**config.mk**
```make
export PLATFORM = sky130hd
export DESIGN_NAME = pc_fetch_ctrl
export DESIGN_NICKNAME = d
export VERILOG_FILES = /design/src/rtl/fetch_pkg.sv /design/src/rtl/branch_tgt_calc.sv /design/src/rtl/pc_fetch_ctrl.sv
export SDC_FILE = /design/constraint.sdc
export NUM_CORES = 1
export LEC_CHECK = 0
export BUFFER_PORTS_ARGS = -buffer_cell sky130_fd_sc_hd__clkbuf_2
export CORE_MARGIN = 1
export CORE_UTILIZATION = 29
export DETAILED_ROUTE_END_ITERATION = 16
export PLACE_DENSITY = 0.61
export SLEW_MARGIN = 20
export SYNTH_ARGS = -nofsm -noshare
export SYNTH_HDL_FRONTEND = slang
export SYNTH_SLANG_ARGS = --single-unit
```
**constraint.sdc**
```tcl
create_clock -name CLOCK -period 1.4 [get_ports CLOCK]
set_clock_uncertainty 0.15 [all_clocks]
set_input_delay 0.14 -clock CLOCK [delete_from_list [all_inputs] [get_ports CLOCK]]
set_output_delay 0.14 -clock CLOCK [all_outputs]
set_load 0.1 [all_outputs]
```
**src/rtl/fetch_pkg.sv**
```systemverilog
// Shared defaults and encodings for the fetch stage: PC/immediate/instruction
// widths, the bubble instruction, and the next-PC source selection.
package fetch_pkg;

   localparam int PC_W_DEF    = 6;
   localparam int IMM_W_DEF   = 4;
   localparam int INSTR_W_DEF = 16;
   localparam int SHIFT_DEF   = 1;

   localparam logic [INSTR_W_DEF-1:0] NOP = '0;

   typedef enum logic [1:0] {
      NPC_SEQ      = 2'd0,
      NPC_HOLD     = 2'd1,
      NPC_REDIRECT = 2'd2
   } npc_sel_e;

   // A resolved branch redirects even when the hazard unit asks for a hold.
   function automatic npc_sel_e npc_select(input logic taken, input logic haz);
      npc_sel_e sel;
      if (taken)
         sel = NPC_REDIRECT;
      else if (haz)
         sel = NPC_HOLD;
      else
         sel = NPC_SEQ;
      return sel;
   endfunction

endpackage

```
**src/rtl/branch_tgt_calc.sv**
```systemverilog
// Branch target adder: PC+1 of the branch plus the sign-extended, scaled
// immediate, wrapping modulo 2^PC_W.
module branch_tgt_calc
   import fetch_pkg::*;
#(
   parameter int PC_W  = PC_W_DEF,
   parameter int IMM_W = IMM_W_DEF,
   parameter int SHIFT = SHIFT_DEF
) (
   input  logic [PC_W-1:0]  br_pc,
   input  logic [IMM_W-1:0] br_imm,
   output logic [PC_W-1:0]  br_target
);

   function automatic logic signed [PC_W-1:0] sext_shift(input logic [IMM_W-1:0] imm);
      logic signed [PC_W-1:0] sx;
      sx = PC_W'($signed(imm));
      return sx <<< SHIFT;
   endfunction

   logic signed [PC_W-1:0] offset;

   assign offset    = sext_shift(br_imm);
   assign br_target = br_pc + $unsigned(offset);

endmodule

```
**src/rtl/pc_fetch_ctrl.sv**
```systemverilog
// Fetch-stage control: PC register, IF/ID pipeline register and the flush
// pulse, with branch redirect taking priority over a hazard hold.
module pc_fetch_ctrl
   import fetch_pkg::*;
#(
   parameter int              PC_W     = PC_W_DEF,
   parameter int              IMM_W    = IMM_W_DEF,
   parameter int              INSTR_W  = INSTR_W_DEF,
   parameter int              SHIFT    = SHIFT_DEF,
   parameter logic [PC_W-1:0] RESET_PC = '0
) (
   input  logic               CLOCK,
   input  logic               in_rst,
   input  logic               in_haz,
   input  logic [INSTR_W-1:0] in_instr,
   input  logic               in_br_cntrl,
   input  logic               in_comp,
   input  logic [PC_W-1:0]    in_br_pc,
   input  logic [IMM_W-1:0]   in_br_imm,
   output logic [PC_W-1:0]    pc_out,
   output logic [INSTR_W-1:0] out_instr,
   output logic [PC_W-1:0]    out_pc1,
   output logic               out_valid,
   output logic               out_taken,
   output logic [PC_W-1:0]    out_br_target,
   output logic               flush_out
);

   logic [PC_W-1:0]    pc_p0;
   logic [INSTR_W-1:0] instr_p1;
   logic [PC_W-1:0]    pc1_p1;
   logic               vld_p1;
   logic               flush_p1;

   logic               taken;
   logic [PC_W-1:0]    br_target;
   logic [PC_W-1:0]    pc_inc;
   npc_sel_e           npc_sel;

   logic [PC_W-1:0]    pc_nxt;
   logic [INSTR_W-1:0] instr_nxt;
   logic [PC_W-1:0]    pc1_nxt;
   logic               vld_nxt;
   logic               flush_nxt;

   branch_tgt_calc #(
      .PC_W  (PC_W),
      .IMM_W (IMM_W),
      .SHIFT (SHIFT)
   ) u_tgt (
      .br_pc     (in_br_pc),
      .br_imm    (in_br_imm),
      .br_target (br_target)
   );

   assign taken   = in_br_cntrl & in_comp;
   assign pc_inc  = pc_p0 + PC_W'(1);
   assign npc_sel = npc_select(taken, in_haz);

   always_comb begin
      pc_nxt    = pc_inc;
      instr_nxt = in_instr;
      pc1_nxt   = pc_inc;
      vld_nxt   = 1'b1;
      flush_nxt = 1'b0;
      case (npc_sel)
         NPC_REDIRECT: begin
            pc_nxt    = br_target;
            instr_nxt = INSTR_W'(NOP);
            pc1_nxt   = '0;
            vld_nxt   = 1'b0;
            flush_nxt = 1'b1;
         end
         NPC_HOLD: begin
            pc_nxt    = pc_p0;
            instr_nxt = instr_p1;
            pc1_nxt   = pc1_p1;
            vld_nxt   = vld_p1;
         end
         default: ;
      endcase
   end

   // p0: fetch address
   always_ff @(posedge CLOCK or negedge in_rst) begin
      if (!in_rst)
         pc_p0 <= RESET_PC;
      else
         pc_p0 <= pc_nxt;
   end

   // p1: IF/ID register and flush pulse
   always_ff @(posedge CLOCK or negedge in_rst) begin
      if (!in_rst) begin
         instr_p1 <= '0;
         pc1_p1   <= '0;
         vld_p1   <= 1'b0;
         flush_p1 <= 1'b0;
      end else begin
         instr_p1 <= instr_nxt;
         pc1_p1   <= pc1_nxt;
         vld_p1   <= vld_nxt;
         flush_p1 <= flush_nxt;
      end
   end

   assign pc_out        = pc_p0;
   assign out_instr     = instr_p1;
   assign out_pc1       = pc1_p1;
   assign out_valid     = vld_p1;
   assign flush_out     = flush_p1;
   assign out_taken     = taken;
   assign out_br_target = br_target;

endmodule
```
# Word level (Yosys, flattened, before mapping)

Index checks and enable logic that the tools add are counted.

Register bits: 30
Latch bits: 0
Memory bits (writable): 0
Bits in read-only memories: 0
Input port bits: 31
Output and inout port bits: 37
Word-level logic and storage cells: 17
Memories: 0

$add $sub $neg: 2
Multipliers: 0
Div/mod/pow operators: 0
$lt $le $gt $ge: 0
Equality and inequality tests: 2
Shift-type cells: 0
Mux-type cells: 7
Bitwise logic cells: 1
Reductions and logical operators: 0

Operators with widths:

| kind                  | count |
|---|---|
| $pmux W16 S2          | 1 |
| $pmux W6 S2           | 2 |
| $add A6 B1 Y6 const B | 1 |
| $add A6 B6 Y6         | 1 |
| $eq A2 B1 Y1 const B  | 1 |
| $eq A2 B2 Y1 const B  | 1 |
| $mux W1               | 2 |
| $mux W2               | 1 |
| $pmux W1 S2           | 1 |
| $and A1 B1 Y1         | 1 |

# Logic depth before layout (Yosys ltp)

Depth after elaboration: 4
Gate-level depth with buffers: 7
Mapped depth without buffers: 7

# By module

A second synthesis with hierarchy kept.

Cells, all modules: 141
Area total of the unflattened synthesis: 1468.9 µm²

Modules (own cells, without submodules):

| module          | times used | cells an instance | area each (µm²) | seq. area each (µm²) |
|---|---|---|---|---|
| pc_fetch_ctrl   | 1          | 121               | 1302.5          | 750.7 |
| branch_tgt_calc | 1          | 20                | 166.4           | 0.0 |

# Least setup slack after synthesis

No wires, ideal clock.

Path type: input port to flip-flop
Start: in in_br_pc[1]
End: reg pc_p0[5] (netlist: pc_out[5])
Library setup time: 76 ps
Arrival time: 2694 ps
Data required time: 1174 ps
Path slack: -1520 ps
Stages on the path: 7
Path buffers: 0
Cells stage by stage: ha_1 inv_1 fa_1 nand2b_1 a21oi_2 xnor2_1 mux2_2

Cells in the longest elaborated chain, start to end: 2

Ends and longest elaborated chain:

| item                 | RTL line              | RTL |
|---|---|---|
| from (decl)          | pc_fetch_ctrl.sv:18   | `input logic [PC_W-1:0] in_br_pc,` |
| $add A6 B6 Y6        | branch_tgt_calc.sv:24 | `assign br_target = br_pc + $unsigned(offset);` |
| via out_br_target[5] | pc_fetch_ctrl.sv:25   | `output logic [PC_W-1:0] out_br_target,` |
| $pmux W6 S2          | pc_fetch_ctrl.sv:66   | `case (npc_sel)` |
| to (signal assigned) | pc_fetch_ctrl.sv:89   | `pc_p0 <= pc_nxt;` |
| to (decl)            | pc_fetch_ctrl.sv:29   | `logic [PC_W-1:0] pc_p0;` |

The timed path passes the listed nets, and every way through them passes these cells.
A chain may end at the register's enable or synchronous reset.

# Worst setup path in the final report

Start: in in_br_imm[0]
End: out out_br_target[5]

Cells in the longest elaborated chain, start to end: 1

Ends and longest elaborated chain:

| item          | RTL line              | RTL |
|---|---|---|
| from (decl)   | pc_fetch_ctrl.sv:19   | `input logic [IMM_W-1:0] in_br_imm,` |
| $add A6 B6 Y6 | branch_tgt_calc.sv:24 |  |
| to (decl)     | pc_fetch_ctrl.sv:25   |  |

Every way passes these cells.

==> reports/metrics.csv <==
stage;metric;value;unit
floorplan;dieHeight;73.8;µm
detailed_routing;drc_errors;0;
global_route;gr-total-overflow;0;
hold_path;hold_depth;4;
pwr;power;0.00527;W
clocking;cts.clk_slew.worst_paths;0.06;ns
run_status;violations;setup timing;
global_route;grt_usage;0.163;
detailed_routing;wire_per_inst;12.9;µm
clocking;cts-buffers-inserted;5;
worst_setup_path;start_kind;primary input;
detailed_routing;num_vias;1382;
clocking;clkLatencyLatePin;0.28;ns
yosys;async_flop_share;1.00;
worst_setup_path;r2r_cells;5;
clocking;cts_tree;yes;
detailed_routing;wl_met1;1630;µm
timing;period_share;1.19;
detailed_routing;drt_iter0_markers;59;
yosys;synth.most_common_cell;dfrtp_1;
hold_path;hp-class;in -> reg;
timing;fmax;600;MHz
worst_setup_path;r2r-start;pc_out[0];
detailed_routing;drtPass1Iterations;4;
global_route;antenna_found_initial;0;
yosys;ys.flop_type;dfrtp_1;
worst_setup_path;crit_start;in_br_imm[0];
placement;placed_area;2660;µm²
placement;io_buffer_count;67;
worst_setup_path;cp_num_buf_inv;3;
worst_setup_path;worstReg2RegEnd;pc_out[4];
timing;rsz0062_at_grt;true;
hold_path;holdPathEnd;pc_out[1];
detailed_routing;drt_wl_total;4070;µm
yosys;synth_commonest_cells;30 x dfrtp_1, 27 x nor2_1, 18 x mux2i_1, 9 x xnor2_1, 7 x a21oi_1;
cells_and_area;multi_input_area;886;µm²
pwr;leakage;1.48;nW
hold_path;worst_hold_startpoint;in_br_pc[1];
clocking;cts.sinks;30;
yosys;syn-cell-area;1490;µm²
timing;period_needed;1.67;ns
global_route;grt_pass1_vias;1401;
yosys;postSynthCellCount;139;
pwr;ir_drop;872;µV
cells_and_area;nFillCells;362;
floorplan;start_util;0.308;
pwr;internal_power;0.00276;W
timing;relSlewSlack;0.640;
timing;hold_ws;0.0735;ns
detailed_routing;route.met3.wl;364;µm
worst_setup_path;crit_family;adder cells;
clocking;clock_path_buffers;2;
floorplan;ios;68;
pwr;powerDensity;1680;nW/µm²
yosys;synth_seq_cells;30;
yosys;synth_nets;176;
pwr;pwr-share-comb;0.640;
cells_and_area;syn2layout_area_growth;110;%
cells_and_area;drive_above_1_share;0.512;
run_status;status;finished, violations left;
cells_and_area;fin_area;3140;µm²
timing;setup_viol;8;
pwr;p_sw_frac;0.477;
pwr;power_frac_seq;0.236;
yosys;yosysWarningCount;0;
clocking;cts_root_buf;clkbuf_8;
floorplan;core_area;4850;µm²
floorplan;die_x;73.8;µm
job;cap_violations;0;
worst_setup_path;end_kind;primary output;
worst_setup_path;r2r_slack;-0.17;ns
cells_and_area;regArea;764;µm²
global_route;grt_max_degree;31;
clocking;htree_levels;2;
timing;hold_viol;0;
worst_setup_path;crit_fanout;2;
pwr;p_clk_frac;0.125;
yosys;syn_area_per_cell;10.7;µm²
detailed_routing;ant_nets;0;
worst_setup_path;critPathMaxStageDelay;0.34;ns
floorplan;core.rowCount;25;
placement;hpwl;2650;µm
yosys;synth_edf_count;0;
yosys;synth_top_area_frac;0.503;
placement;gp_congestion;0.733;
detailed_routing;avgViaCountPerCell;4.36;
cells_and_area;antenna_cells;0;
worst_setup_path;required;1.11;ns
detailed_routing;dr_wl_met2;2060;µm
timing;worst_slack;-0.266;ns
pwr;p_sw;0.00251;W
yosys;seq_area_frac_synth;0.503;
worst_setup_path;cp_slowest_cell;fa_2;
yosys;synth_top_area_cell;dfrtp_1;
yosys;yosysUniqueCellTypes;28;
cells_and_area;nets;286;
worst_setup_path;crit_type;in -> out;
yosys;synthTopCellsByArea;dfrtp_1 50%, mux2i_1 12%, nor2_1 6.8%;
timing;tightest_slew;0.542;ns
worst_setup_path;worstPathCellList;buf_8 > ha_4 > inv_2 > fa_2 > nand2b_4 > a21oi_4 > xnor2_4 > buf_12;
worst_setup_path;critPathArrivalTime;1.38;ns
timing;slew_viol_final;0;
global_route;grt_pass1_wl;6640;µm
floorplan;die_area;5440;µm²
detailed_routing;highest_layer;met4;
==> what timing repair did <==
| item | 4_1_cts | 5_1_grt |
|---|---|---|
| endpoints found under the setup margin | 13 | 13 |
| endpoints found under the hold margin | 48 | 0 |
| setup buffers | 6 | 5 |
| pin swaps | 14 | 10 |
| hold buffers | 20 | 0 |
| gates resized for setup | 19 | 15 |
==> sequential cells by signal (all words and copies together) (netlist names) <==
signal	count
out_valid	1
out_pc1	6
flush_out	1
pc_out	6
out_instr	16
==> power by group through the flow <==
stage	logic (W)	clock network, W	registers [W]
floorplan	0.000732	0	0.00241
global placement	0.00309	0	0.00124
detailed placement	0.00310	0	0.00124
CTS	0.00334	0.000682	0.00124
global route	0.00350	0.000728	0.00127
finish	0.00337	0.000658	0.00124
==> layer usage <==
metal  global-route usage  vias to the layer above
li1                     -                      670
met3               0.0686                        4
met2                0.292                       61
met5                    0                        -
met4               0.0321                        0
met1                0.182                      647
==> kinds of logic (layout without fill, tap and decap cells) <==
family                     after synthesis  in the layout  synth area share
adders and majority gates                6              6            0.0553
xor gates and xnor gates                13             13            0.0762
muxes                                   20             20             0.136
buffers and inverters                   14            125            0.0502
DFF                                     30             30             0.503
AOI/OAI and AO/OA                       14             14            0.0578
and+or+nand+nor                         42             42             0.122
==> worst max path at each step <==
stage                             to  cells past startpoint  slack [ns]
finish              out_br_target[5]                      8       -0.27
global route        out_br_target[5]                      7       -0.32
CTS                 out_br_target[5]                      8       -0.28
detailed placement         pc_out[5]                      8       -0.36
global placement           pc_out[5]                      8       -0.35
floorplan                  pc_out[5]                      7       -0.53
==> tightest hold or removal path: cells and delay by family <==
family / cells / cell delay (ns)
adder cells (fa/ha/maj): 1 / 0.13
buffers and inverters: 1 / 0.07
AO/OA/AOI/OAI: 1 / 0.06
AND/OR/NAND/NOR: 1 / 0.05
==> area by class of cell <==
class / count / area share
Inverter: 6 / 0.00838
Clock buffer: 8 / 0.0255
Sequential cell: 30 / 0.244
Timing Repair Buffer: 111 / 0.413
Tap cell: 67 / 0.0267
Multi-Input combinational cell: 95 / 0.283
==> stage by stage <==
step | setup slack (ns) | instances | TNS, ns | utilization
floorplan | -0.529 | 139 | -2.37 | -
global placement | -0.347 | 283 | -1.44 | 0.549
detailed placement | -0.359 | 283 | -1.59 | 0.549
CTS | -0.285 | 317 | -1.11 | 0.639
global route | -0.316 | 317 | -1.32 | 0.647
finish | -0.266 | 317 | -0.898 | 0.647
==> placed cells by master (no fill, tap or decap), types with 2 or more instances in the layout <==
master         count
inv_1              3
mux2_4             2
buf_6             11
xor2_1             4
and2_1             2
buf_4             16
xnor2_1            3
dfrtp_1           25
dlygate4sd3_1     20
clkbuf_8           5
clkbuf_1           3
buf_8              2
mux2i_1           18
dfrtp_4            3
clkbuf_2          28
nand3_4            2
or2_1              2
nor2_1            27
o21ai_1            2
nand2_1            3
xnor2_4            3
dfrtp_2            2
a21oi_1            7
inv_2              2
xnor2_2            3
nand2b_4           2
ha_4               4
buf_12            34
a21oi_4            2
No activity file was read; power rests on OpenSTA's default activity.
